===== config.mk =====
export PLATFORM = sky130hd
export DESIGN_NAME = seq_detector_prog
export DESIGN_NICKNAME = d
export VERILOG_FILES = /design/src/rtl/seq_detector_prog.sv
export SDC_FILE = /design/constraint.sdc
export NUM_CORES = 1
export LEC_CHECK = 0
export CAP_MARGIN = 20
export CORE_AREA = 4 4 58 60
export CTS_CLUSTER_DIAMETER = 100
export DETAILED_ROUTE_END_ITERATION = 6
export DIE_AREA = 0 0 62 64
export PLACE_DENSITY = 0.7
export SYNTH_ARGS = -nofsm -noshare
export SYNTH_HDL_FRONTEND = slang
export SYNTH_SLANG_ARGS = --single-unit

===== constraint.sdc =====
create_clock -name clk -period 2.1 [get_ports clk]
set_input_delay 0.21 -clock clk [delete_from_list [all_inputs] [get_ports clk]]
set_output_delay 0.21 -clock clk [all_outputs]
set_load 0.01 [all_outputs]

===== src/rtl/seq_detector_prog.sv =====
// seq_detector_prog: programmable serial pattern detector with overlap control
// Ports:
//   clk, reset        rising-edge clock, synchronous active-high reset
//   data_in           serial bit, sampled only while data_valid is high
//   cfg_load          one-cycle strobe latching cfg_pattern/cfg_len/cfg_overlap
//   cfg_pattern       pattern, bit cfg_len-1 received first, bit 0 last
//   cfg_len           pattern length (clamped to MAX_LEN, 0 never matches)
//   cfg_overlap       1 = overlapping matches, 0 = matched bits are consumed
//   detected          registered one-cycle match pulse
//   match_count       saturating match counter, present only with SEQ_DET_COUNT_EN
module seq_detector_prog #(
   parameter int                 MAX_LEN         = 8,
   parameter int                 LEN_W           = 4,
   parameter logic [MAX_LEN-1:0] DEFAULT_PATTERN = 8'b0000_1010,
   parameter int                 DEFAULT_LEN     = 4,
   parameter int                 COUNT_W         = 8
) (
   input  logic               clk,
   input  logic               reset,
   input  logic               data_in,
   input  logic               data_valid,
   input  logic               cfg_load,
   input  logic [MAX_LEN-1:0] cfg_pattern,
   input  logic [LEN_W-1:0]   cfg_len,
   input  logic               cfg_overlap,
   output logic               detected
`ifdef SEQ_DET_COUNT_EN
   ,
   output logic [COUNT_W-1:0] match_count
`endif
);
   logic [MAX_LEN-1:0] pat_q, pat_d, hist_q, hist_d, hist_sh, mask;
   logic [LEN_W-1:0]   len_q, len_d, fill_q, fill_d, fill_inc, cfg_len_c;
   logic               ovl_q, ovl_d, det_q, det_d, match;
   always_comb begin
      hist_sh   = MAX_LEN'({hist_q, data_in});
      fill_inc  = (fill_q == LEN_W'(MAX_LEN)) ? fill_q : fill_q + LEN_W'(1);
      for (int i = 0; i < MAX_LEN; i++) mask[i] = i < int'(len_q);
      // only the low len_q bits take part, so stale pattern bits above it are ignored
      match     = data_valid && (len_q != '0) && (fill_inc >= len_q) && (((hist_sh ^ pat_q) & mask) == '0);
      cfg_len_c = (cfg_len > LEN_W'(MAX_LEN)) ? LEN_W'(MAX_LEN) : cfg_len;
      pat_d     = cfg_load ? cfg_pattern : pat_q;
      len_d     = cfg_load ? cfg_len_c : len_q;
      ovl_d     = cfg_load ? cfg_overlap : ovl_q;
      // a sample coinciding with cfg_load is dropped along with the old history
      hist_d    = cfg_load ? '0 : data_valid ? hist_sh : hist_q;
      fill_d    = cfg_load ? '0 : !data_valid ? fill_q : (match && !ovl_q) ? '0 : fill_inc;
      det_d     = !cfg_load && match;
   end
   always_ff @(posedge clk) begin
      if (reset) begin
         pat_q  <= DEFAULT_PATTERN;
         len_q  <= LEN_W'(DEFAULT_LEN);
         ovl_q  <= 1'b1;
         hist_q <= '0;
         fill_q <= '0;
         det_q  <= 1'b0;
      end else begin
         pat_q  <= pat_d;
         len_q  <= len_d;
         ovl_q  <= ovl_d;
         hist_q <= hist_d;
         fill_q <= fill_d;
         det_q  <= det_d;
      end
   end
   assign detected = det_q;
`ifdef SEQ_DET_COUNT_EN
   logic [COUNT_W-1:0] cnt_q, cnt_d;
   always_comb cnt_d = cfg_load ? '0 : (det_d && cnt_q != '1) ? cnt_q + COUNT_W'(1) : cnt_q;
   always_ff @(posedge clk) begin
      if (reset) cnt_q <= '0;
      else cnt_q <= cnt_d;
   end
   assign match_count = cnt_q;
`endif
endmodule


Word-level counts from Yosys, hierarchy flattened
Cells that the tools add are included.
{ "classes": {"addsub": 1, "magnitude_cmp": 10, "n_eq_ne": 1, "mux": 3, "bitwise": 2, "reduce_logical": 10} }
{ "ops": {"columns": ["cell", "n"], "rows": [
  ["$lt A3 B4 Y1 const A", 4],
  ["$mux W4", 3],
  ["$and A8 B8 Y8", 1],
  ["$logic_not A8 Y1", 1],
  ["$lt A1 B4 Y1 const A", 2],
  ["$lt A2 B4 Y1 const A", 2],
  ["$xor A8 B8 Y8", 1],
  ["$logic_and A1 B1 Y1", 5],
  ["$add A4 B1 Y4 const B", 1],
  ["$eq A4 B4 Y1 const B", 1],
  ["$ge A4 B4 Y1", 1],
  ["$gt A4 B4 Y1 const B", 1],
  ["$reduce_bool A4 Y1", 1],
  ["$logic_not A1 Y1", 2],
  ["$reduce_or A2 Y1", 1]
]} }
{ "totals": {"ff_bits": 25, "in_bits": 18, "wordCells": 33} }

Longest topological paths before layout
Gate-level depths: netlist of the first run.
{ "depth": {"ltp_word": 7, "mapped_depth": 11, "mapped_depth_nobuf": 11} }

Least setup slack after synthesis of the first run
Ideal clock, no wire load.
{ "synth_path": {"kind": "register to register", "start": "register fill_q[0]", "end": "register fill_q[0]", "setup_time_ps": 86, "arrival_time_ps": 2032, "setup_slack_ps": -18, "stages_incl_launch_ff": 12, "path_buffers": 0, "cell_sequence": "dfxtp_1 -> inv_1 -> ha_1 -> nand2_1 -> nor2_1 -> xnor2_1 -> ha_1 -> nand2b_1 -> a2111oi_0 -> a21oi_1 -> o2111a_2 -> a211oi_1"} }
{ "synth_between": {"elab_chain_cells": 7, "elab_cells_between_ends": 8, "cone_classes": "add/sub (1); order compare (1); eq/ne (1); mux (2); reduce/logical (3)"} }
{ "synth_lines": {"columns": ["item", "line", "text"], "rows": [
  ["from (decl)", "33", "logic [LEN_W-1:0] len_q, len_d, fill_q, fill_d, fill_inc, cfg_len_c;"],
  ["from (signal assigned)", "63", "fill_q <= fill_d;"],
  ["$add A4 B1 Y4 / $eq A4 B4 Y1 (equally long branches)", "37", "fill_inc = (fill_q == LEN_W'(MAX_LEN)) ? fill_q : fill_q + LEN_W'(1);"],
  ["$mux W4 (*)", "37", null],
  ["$ge A4 B4 Y1", "40", "match = data_valid && (len_q != '0) && (fill_inc >= len_q) && (((hist_sh ^ pat_q) & mask) == '0);"],
  ["$logic_and A1 B1 Y1 (2 in series)", "40", null],
  ["$logic_and A1 B1 Y1", "47", "fill_d = cfg_load ? '0 : !data_valid ? fill_q : (match && !ovl_q) ? '0 : fill_inc;"],
  ["$mux W4 (*)", "47", null]
]} }
Mark *: on every way between the ends. The rest lies on a longest branch, timed or not.
A chain may end at the register's enable or synchronous reset.

Final worst setup path of the first run
{ "layout_path": {"start": "register fill_q[1]", "end": "register fill_q[3]"} }
Same word-level chain as after synthesis.

==> results of run 1 <==
==> state kept, by name, summed over array words and instances, names as in the netlist <==
signal / flops
hist_q: 7
len_q: 4
fill_q: 4
ovl_q: 1
pat_q: 8
detected: 1
==> Yosys cell counts (all sizes together) <==
| cell type | n |
|---|---|
| or2 | 1 |
| inv | 7 |
| nor4b | 1 |
| xor2 | 3 |
| a211oi | 2 |
| and2 | 1 |
| o22ai | 2 |
| nor2 | 22 |
| ha | 6 |
| nor2b | 4 |
| a21oi | 6 |
| nand4 | 1 |
| nand2 | 6 |
| a31oi | 2 |
| dfxtp | 25 |
| a2111oi | 1 |
| clkbuf | 4 |
| xnor2 | 9 |
| mux2i | 15 |
| buf | 2 |
| o2111a | 1 |
| nand3 | 5 |
| o21ai | 6 |
| nand2b | 2 |
| nor3 | 3 |
| a211o | 3 |
==> layout make-up <==
class | instances | area, um2
fill | 271 | 1340
sequential | 25 | 503
clock inverter | 1 | 5.00
multi-input combinational | 102 | 762
tap | 33 | 41.3
clock buffer | 3 | 22.5
timing repair buffer | 25 | 233
inverter | 7 | 26.3
==> routing by layer <==
layer	GRT usage (%)	vias to the layer above
li1	-	528
met1	16.6	474
met2	24.7	17
met3	2.42	2
met4	3.98	0
met5	0	-
==> cells in the final DEF, fill, tap and decap left out, drive strengths merged, types with 4 or more instances in the layout <==
| cell | netlist | final |
|---|---|---|
| dfxtp | 25 | 25 |
| nor2 | 22 | 22 |
| clkdlybuf4s50 | 0 | 18 |
| mux2i | 15 | 15 |
| xnor2 | 9 | 9 |
| buf | 2 | 7 |
| inv | 7 | 7 |
| a21oi | 6 | 6 |
| nand2 | 6 | 6 |
| ha | 6 | 6 |
| o21ai | 6 | 6 |
| nand3 | 5 | 5 |
| nor2b | 4 | 4 |
==> power breakdown <==
part / leakage, nW / internal, mW / total (mW) / switching, mW
clock: 0.0177 / 0.0711 / 0.202 / 0.131
combinational: 0.417 / 0.0877 / 0.154 / 0.0660
sequential: 0.205 / 0.492 / 0.509 / 0.0170
total: 0.640 / 0.651 / 0.865 / 0.214
==> metrics by stage <==
step	utilization [%]	cells
CTS	52.9	196
finish	54.4	196
detailed placement	51.6	192
global placement	51.6	192
floorplan	-	140
global route	54.4	196
==> cells by family after synthesis <==
family	Yosys count
flops	25
compound gates	23
buf+inv	13
xor+xnor	12
fa+ha+maj	6
simple gates	46
mux	15
==> repair_timing <==
item / in CTS / in global routing
endpoints found under the setup margin: 4 / 5
gates resized for setup: 4 / 11
endpoints found under the hold margin: 0 / 0
pin swaps: 3 / 6
cloned: 0 / 0
==> final timing paths <==
check | startpoint | endpoint | slack [ps] | cells after the start
hold reg to reg | pat_q[5] | pat_q[5] | 530 | 2
setup reg to reg | fill_q[1] | fill_q[3] | 8 | 11
hold / removal | cfg_len[2] | len_q[2] | 440 | 3
setup / recovery | fill_q[1] | fill_q[3] | 8 | 11
==> worst min-delay path, cell delays in order <==
cell	delay, ps
clkdlybuf4s50_1	390
nand2_1	60
o21ai_0	60
==> metrics.txt, run 1 <==
# TYPE chip_impl_metric gauge
chip_impl_metric{name="worst-endpoint-arrival",unit="ps"} 2330
chip_impl_metric{name="routed-via-count",unit=""} 1021
chip_impl_metric{name="cap_violations",unit=""} 0
chip_impl_metric{name="ios",unit=""} 19
chip_impl_metric{name="yosys.cell_types.count",unit=""} 27
chip_impl_metric{name="place.port_buffers",unit=""} 18
chip_impl_metric{name="cts_setup_buffers",unit=""} 0
chip_impl_metric{name="grt_start_max_net_pins",unit=""} 19
chip_impl_metric{name="grt_first_pass_wirelength",unit="um"} 4270
chip_impl_metric{name="min_period_over_period",unit="%"} 99.6
chip_impl_info{name="post_synth_main_area_contributors",value="dfxtp_1 40%, mux2i_1 12%, nor2_1 6.6%"} 1
chip_impl_info{name="synth_top_family_by_area",value="simple AND/OR/NAND/NOR gates"} 1
chip_impl_metric{name="finalSetupTns",unit="ps"} 0
chip_impl_info{name="critical-path-slowest-cell",value="dfxtp_2"} 1
chip_impl_metric{name="number_of_placement_rows",unit=""} 20
chip_impl_metric{name="cellPowerDensity",unit="mW/mm2"} 543
chip_impl_info{name="setup.worst_path.start_class",value="flip-flop"} 1
chip_impl_info{name="setup.worst_path.class",value="reg2reg"} 1
chip_impl_metric{name="drt_pre_antenna_iters",unit=""} 4
chip_impl_metric{name="slew_violations",unit=""} 0
chip_impl_info{name="critPathCaptureType",value="flip-flop"} 1
chip_impl_metric{name="track_usage",unit="%"} 14.0
chip_impl_metric{name="clock_tree_skew_after_final_layout",unit="ps"} 6.40
chip_impl_metric{name="max_slew_margin",unit="%"} 82.2
chip_impl_metric{name="dieHeight",unit="um"} 64
chip_impl_info{name="grt_setup_unrepaired",value="true"} 1
chip_impl_info{name="post_synthesis_cell_type_with_the_largest_combined_area",value="dfxtp_1"} 1
chip_impl_metric{name="post_route_cells_drive_above_1_share",unit="%"} 17.2
chip_impl_metric{name="die_area",unit="mm2"} 0.00397
chip_impl_info{name="route.top_layer_used",value="met4"} 1
chip_impl_metric{name="synth-xor-area-share",unit="%"} 8.37
chip_impl_metric{name="ctsHtreeMaxLevel",unit=""} 1
chip_impl_metric{name="yosys.area_share.adder",unit="%"} 5.98
chip_impl_metric{name="worst_path_largest_cell_delay",unit="ps"} 360
chip_impl_metric{name="fin_hold_viols",unit=""} 0
chip_impl_metric{name="hpwlAfterDp",unit="um"} 1960
chip_impl_metric{name="postLayoutSetupSlackWorst",unit="ps"} 7.69
chip_impl_metric{name="cts_buffer_depth",unit=""} 2
chip_impl_metric{name="numClockSinks",unit=""} 25
chip_impl_metric{name="post-route-drc-count",unit=""} 0
chip_impl_metric{name="seq_area_frac_synth",unit="%"} 39.8
chip_impl_metric{name="clk-insertion-delay-late",unit="ps"} 310
chip_impl_metric{name="die_width",unit="um"} 62
chip_impl_metric{name="whs",unit="ps"} 444
chip_impl_metric{name="numCtsBuffers",unit=""} 3
chip_impl_metric{name="routed-wl-met2",unit="um"} 1330
chip_impl_metric{name="ctsHoldBuffers",unit=""} 0
chip_impl_metric{name="post-route-cell-area",unit="mm2"} 0.00159
chip_impl_metric{name="critical_path.max_fanout",unit=""} 5
chip_impl_info{name="cts_tree",value="yes"} 1
chip_impl_metric{name="start_util",unit="%"} 42.9
chip_impl_metric{name="routed_via_density",unit=""} 5.21
chip_impl_metric{name="ys_seq_elements",unit=""} 25
chip_impl_metric{name="met3_length",unit="um"} 72
chip_impl_metric{name="timing.fmax",unit="GHz"} 0.478
chip_impl_metric{name="drtAntennaViolNets",unit=""} 0
chip_impl_metric{name="post-place-ws",unit="ps"} -41.1
chip_impl_info{name="worst_path_dominant_cell_family",value="compound AO/OA/AOI/OAI gates"} 1
chip_impl_metric{name="first_global_vias",unit=""} 995
chip_impl_metric{name="initial_antenna_violation_count",unit=""} 0
chip_impl_metric{name="synthesis_warnings",unit=""} 0
chip_impl_metric{name="vdd_ir_drop_max",unit="uV"} 389
chip_impl_metric{name="mappedNetlistNets",unit=""} 164
chip_impl_metric{name="final-setup-viol-count",unit=""} 0
chip_impl_metric{name="worst-slew-pin-transition",unit="ps"} 264
chip_impl_metric{name="drt-initial-drc-count",unit=""} 41
chip_impl_metric{name="critPathBufInv",unit=""} 1
chip_impl_info{name="timing.hold.worst.class",value="in2reg"} 1
chip_impl_metric{name="area_growth_syn_to_layout",unit="%"} 26.8
chip_impl_metric{name="placeableCoreArea",unit="mm2"} 0.00293
chip_impl_metric{name="synth_simple_gate_area_share",unit="%"} 18.0
chip_impl_metric{name="period_needed",unit="ps"} 2090
chip_impl_metric{name="synthesis.area",unit="mm2"} 0.00126
chip_impl_metric{name="totalWireLength",unit="um"} 2520
chip_impl_metric{name="post_drt_wl_per_cell",unit="um"} 12.9
chip_impl_metric{name="gpl.final_weighted_congestion",unit=""} 0.829
chip_impl_metric{name="synth_cells",unit=""} 140
chip_impl_metric{name="share_of_synthesized_area_spent_on_multiplexers",unit="%"} 12.0
chip_impl_metric{name="postSynthAreaPerCell",unit="um2"} 8.97
chip_impl_metric{name="nets",unit=""} 188
chip_impl_metric{name="dpl_cell_area",unit="mm2"} 0.00151
chip_impl_metric{name="overall_power",unit="uW"} 865
chip_impl_metric{name="remaining_global_route_overflow",unit=""} 0
chip_impl_metric{name="met1_length",unit="um"} 1110
chip_impl_metric{name="yosys.area.top_type_share",unit="%"} 39.8
chip_impl_metric{name="synth-compound-area-share",unit="%"} 11.8
chip_impl_metric{name="antenna-diode-count",unit=""} 0
chip_impl_info{name="run_status",value="finished, final reports clean"} 1
chip_impl_metric{name="critical_path_rt",unit="ps"} 2340
chip_impl_metric{name="p_leak",unit="nW"} 0.640
chip_impl_info{name="critical_path_cell_sequence",value="inv_2, ha_4, nand2_2, nor2_2, xnor2_1, ha_1, nand2b_4, a2111oi_4, a21oi_1, o2111a_2, a211oi_2"} 1
chip_impl_metric{name="clkTransAtPathRegs",unit="ps"} 130
chip_impl_info{name="cts_root_buffer",value="clkbuf_4"} 1
(Power assumes the default switching activity.)
==> run 2: changes to the inputs <==
--- a/config.mk
+++ b/config.mk
@@ -6,10 +6,12 @@
 export NUM_CORES = 1
 export LEC_CHECK = 0
 export CAP_MARGIN = 20
-export CORE_AREA = 4 4 58 60
+export CORE_AREA = 5 5 59 61
+export CTS_BUF_LIST = sky130_fd_sc_hd__clkbuf_4
 export CTS_CLUSTER_DIAMETER = 100
 export DETAILED_ROUTE_END_ITERATION = 6
-export DIE_AREA = 0 0 62 64
+export DIE_AREA = 0 0 64 66
+export MAX_ROUTING_LAYER = met4
 export PLACE_DENSITY = 0.7
 export SYNTH_ARGS = -nofsm -noshare
 export SYNTH_HDL_FRONTEND = slang
==> run 2 against run 1 <==
Against the previous run:
- the run now ends with negative setup slack left
- via count shrank 0.29%
- cell count grew 0.51%
- largest power group unchanged
- maximum frequency shrank 2.2%
- sequential share of layout area shrank 0.12 points
- global-route usage shrank 0.89 points
- clock skew shrank 4.4 ps
- sequential cell count is the same
==> metrics.txt, run 2 (synthesized netlist as in run 1, its figures left out) <==
# TYPE chip_impl_metric gauge
chip_impl_info{name="critPathCaptureType",value="flip-flop"} 1
chip_impl_metric{name="area_growth_syn_to_layout",unit="%"} 27.3
chip_impl_metric{name="postLayoutSetupSlackWorst",unit="ps"} -38.4
chip_impl_metric{name="routed-via-count",unit=""} 1018
chip_impl_metric{name="met2_use_gr",unit="%"} 23.6
chip_impl_metric{name="first_global_vias",unit=""} 1068
chip_impl_metric{name="ctsHoldBuffers",unit=""} 0
chip_impl_metric{name="track_usage",unit="%"} 13.1
chip_impl_metric{name="groute.layer.met3.usage",unit="%"} 1.53
chip_impl_metric{name="numCtsBuffers",unit=""} 3
chip_impl_metric{name="placeableCoreArea",unit="mm2"} 0.00293
chip_impl_info{name="setup.worst_path.class",value="reg2reg"} 1
chip_impl_info{name="cts_tree",value="yes"} 1
chip_impl_metric{name="routed_via_density",unit=""} 5.17
chip_impl_metric{name="timing.fmax",unit="GHz"} 0.468
chip_impl_metric{name="cellPowerDensity",unit="mW/mm2"} 549
chip_impl_info{name="final_cell_mix",value="23 x dfxtp_1, 21 x nor2_1, 18 x clkdlybuf4s50_1, 15 x mux2i_1, 9 x xnor2_1"} 1
chip_impl_metric{name="post-route-drc-count",unit=""} 0
chip_impl_metric{name="period_needed",unit="ps"} 2140
chip_impl_info{name="top_register",value="pat_q"} 1
chip_impl_metric{name="post_drt_wl_per_cell",unit="um"} 13.0
chip_impl_info{name="grt_setup_unrepaired",value="true"} 1
chip_impl_metric{name="number_of_placement_rows",unit=""} 20
chip_impl_metric{name="gpl.final_weighted_congestion",unit=""} 0.818
chip_impl_metric{name="worst-slew-pin-transition",unit="ps"} 292
chip_impl_metric{name="clk-insertion-delay-late",unit="ps"} 300
chip_impl_metric{name="stdcell_count",unit=""} 197
chip_impl_metric{name="totalWireLength",unit="um"} 2550
chip_impl_metric{name="post-route-cell-area",unit="mm2"} 0.00160
chip_impl_info{name="critical_path_cell_sequence",value="inv_2, ha_4, nand2_2, nor2_2, xnor2_1, ha_1, nand2b_4, a2111oi_4, a21oi_1, o2111a_2, a211oi_2"} 1
chip_impl_metric{name="hpwlAfterDp",unit="um"} 1930
chip_impl_info{name="setup.worst_path.start_class",value="flip-flop"} 1
chip_impl_metric{name="vdd_ir_drop_max",unit="uV"} 406
chip_impl_metric{name="grt_start_max_net_pins",unit=""} 19
chip_impl_metric{name="numClockSinks",unit=""} 25
chip_impl_metric{name="cts_buffer_depth",unit=""} 2
chip_impl_metric{name="overall_power",unit="uW"} 879
chip_impl_metric{name="worst_path_largest_cell_delay",unit="ps"} 340
chip_impl_metric{name="clkTransAtPathRegs",unit="ps"} 120
chip_impl_info{name="reg.largest.list",value="pat_q x8, hist_q x7"} 1
chip_impl_metric{name="p_leak",unit="nW"} 0.642
chip_impl_metric{name="place.port_buffers",unit=""} 18
chip_impl_metric{name="worst-endpoint-arrival",unit="ps"} 2370
chip_impl_metric{name="drt_pre_antenna_iters",unit=""} 4
chip_impl_metric{name="start_util",unit="%"} 42.9
chip_impl_metric{name="initial_antenna_violation_count",unit=""} 0
chip_impl_info{name="run_status",value="finished, violations left"} 1
chip_impl_info{name="violations",value="negative setup slack"} 1
chip_impl_metric{name="fin_hold_viols",unit=""} 0
chip_impl_metric{name="ios",unit=""} 19
chip_impl_metric{name="dpl_cell_area",unit="mm2"} 0.00151
chip_impl_metric{name="remaining_global_route_overflow",unit=""} 0
chip_impl_metric{name="antenna-diode-count",unit=""} 0
chip_impl_metric{name="drtAntennaViolNets",unit=""} 0
chip_impl_metric{name="drt-initial-drc-count",unit=""} 27
chip_impl_metric{name="gr-usage-met1",unit="%"} 14.8
chip_impl_metric{name="post_route_cells_drive_above_1_share",unit="%"} 17.1
chip_impl_info{name="critical-path-slowest-cell",value="dfxtp_2"} 1
chip_impl_metric{name="critical_path.max_fanout",unit=""} 5
chip_impl_info{name="commonest_non_fill_non_tap_cell_in_the_layout",value="dfxtp_1"} 1
chip_impl_info{name="cts_root_buffer",value="clkbuf_4"} 1
chip_impl_metric{name="slew_violations",unit=""} 0
chip_impl_metric{name="die_width",unit="um"} 64
chip_impl_metric{name="max_slew_margin",unit="%"} 80.4
chip_impl_metric{name="critPathBufInv",unit=""} 1
chip_impl_metric{name="ctsHtreeMaxLevel",unit=""} 1
chip_impl_metric{name="max_reg_flops",unit=""} 8
chip_impl_metric{name="dpl.cell_count",unit=""} 192
chip_impl_metric{name="finalSetupTns",unit="ps"} -47.1
chip_impl_metric{name="critical_path_rt",unit="ps"} 2330
chip_impl_metric{name="final-setup-viol-count",unit=""} 2
chip_impl_metric{name="dieHeight",unit="um"} 66
chip_impl_metric{name="nets",unit=""} 189
chip_impl_metric{name="clock_tree_skew_after_final_layout",unit="ps"} 2.01
chip_impl_metric{name="min_period_over_period",unit="%"} 102
chip_impl_info{name="grt_busiest_layer",value="met2"} 1
chip_impl_metric{name="die_area",unit="mm2"} 0.00422
chip_impl_info{name="worst_path_dominant_cell_family",value="compound AO/OA/AOI/OAI gates"} 1
chip_impl_metric{name="grt_first_pass_wirelength",unit="um"} 4350
chip_impl_metric{name="fillers",unit=""} 280
chip_impl_info{name="timing.hold.worst.class",value="in2reg"} 1
chip_impl_metric{name="cap_violations",unit=""} 0
==> run 2: changes by cell type in the layout (fill, tap and decap cells not counted), sizes merged <==
cell    change
buf         +1
clkbuf      +1
clkinv      -1
==> run 2: path summary, 6_finish.rpt <==
check	startpoint	slack, ps	endpoint	cells past startpoint
setup / recovery	fill_q[0]	-40	fill_q[3]	11
hold / removal	cfg_len[2]	460	len_q[2]	3
setup reg to reg	fill_q[0]	-40	fill_q[3]	11
hold reg to reg	pat_q[2]	540	pat_q[2]	2
==> run 2: worst min-delay path, stage by stage <==
cell	delay (ps)
clkdlybuf4s50_1	400
nand2_1	60
o21ai_0	60
==> run 2: metal layers <==
layer	part of all wire (%)	vias to the layer above
met3	2.0	4
li1	-	525
met4	0.90	0
met2	54	17
met5	0	-
met1	43	472
==> run 2: timing repair <==
action,4_1_cts,5_1_grt
resized for setup,4,9
endpoints found under the setup margin,4,5
gates cloned,0,0
setup buffers,0,1
pin swaps,2,6
==> run 2: report_power, final <==
part / total, mW / switching (mW) / internal, mW
Clock: 0.215 / 0.128 / 0.0869
Combinational: 0.154 / 0.0652 / 0.0885
Sequential: 0.509 / 0.0172 / 0.492
Total: 0.879 / 0.211 / 0.668
==> run 2: area by class of cell <==
type                    instances  area [um2]  area share (%)
inverters                       7        26.3            1.64
flip-flops and latches         25         503            31.5
well taps                      33        41.3            2.58
multi-input cells             102         758            47.4
repair buffers                 26         240            15.0
clock buffers                   4        30.0            1.88
==> run 2: through the flow <==
| step | hold slack (ps) | utilization [%] | worst slack (ps) |
|---|---|---|---|
| finish | 461 | 54.6 | -38.4 |
| global route | 472 | 54.6 | -166 |
| CTS | 446 | 53.1 | 0.340 |
| detailed placement | 506 | 51.6 | -45.3 |
| global placement | 497 | 51.6 | 43.7 |
| floorplan | 309 | - | 3.83 |
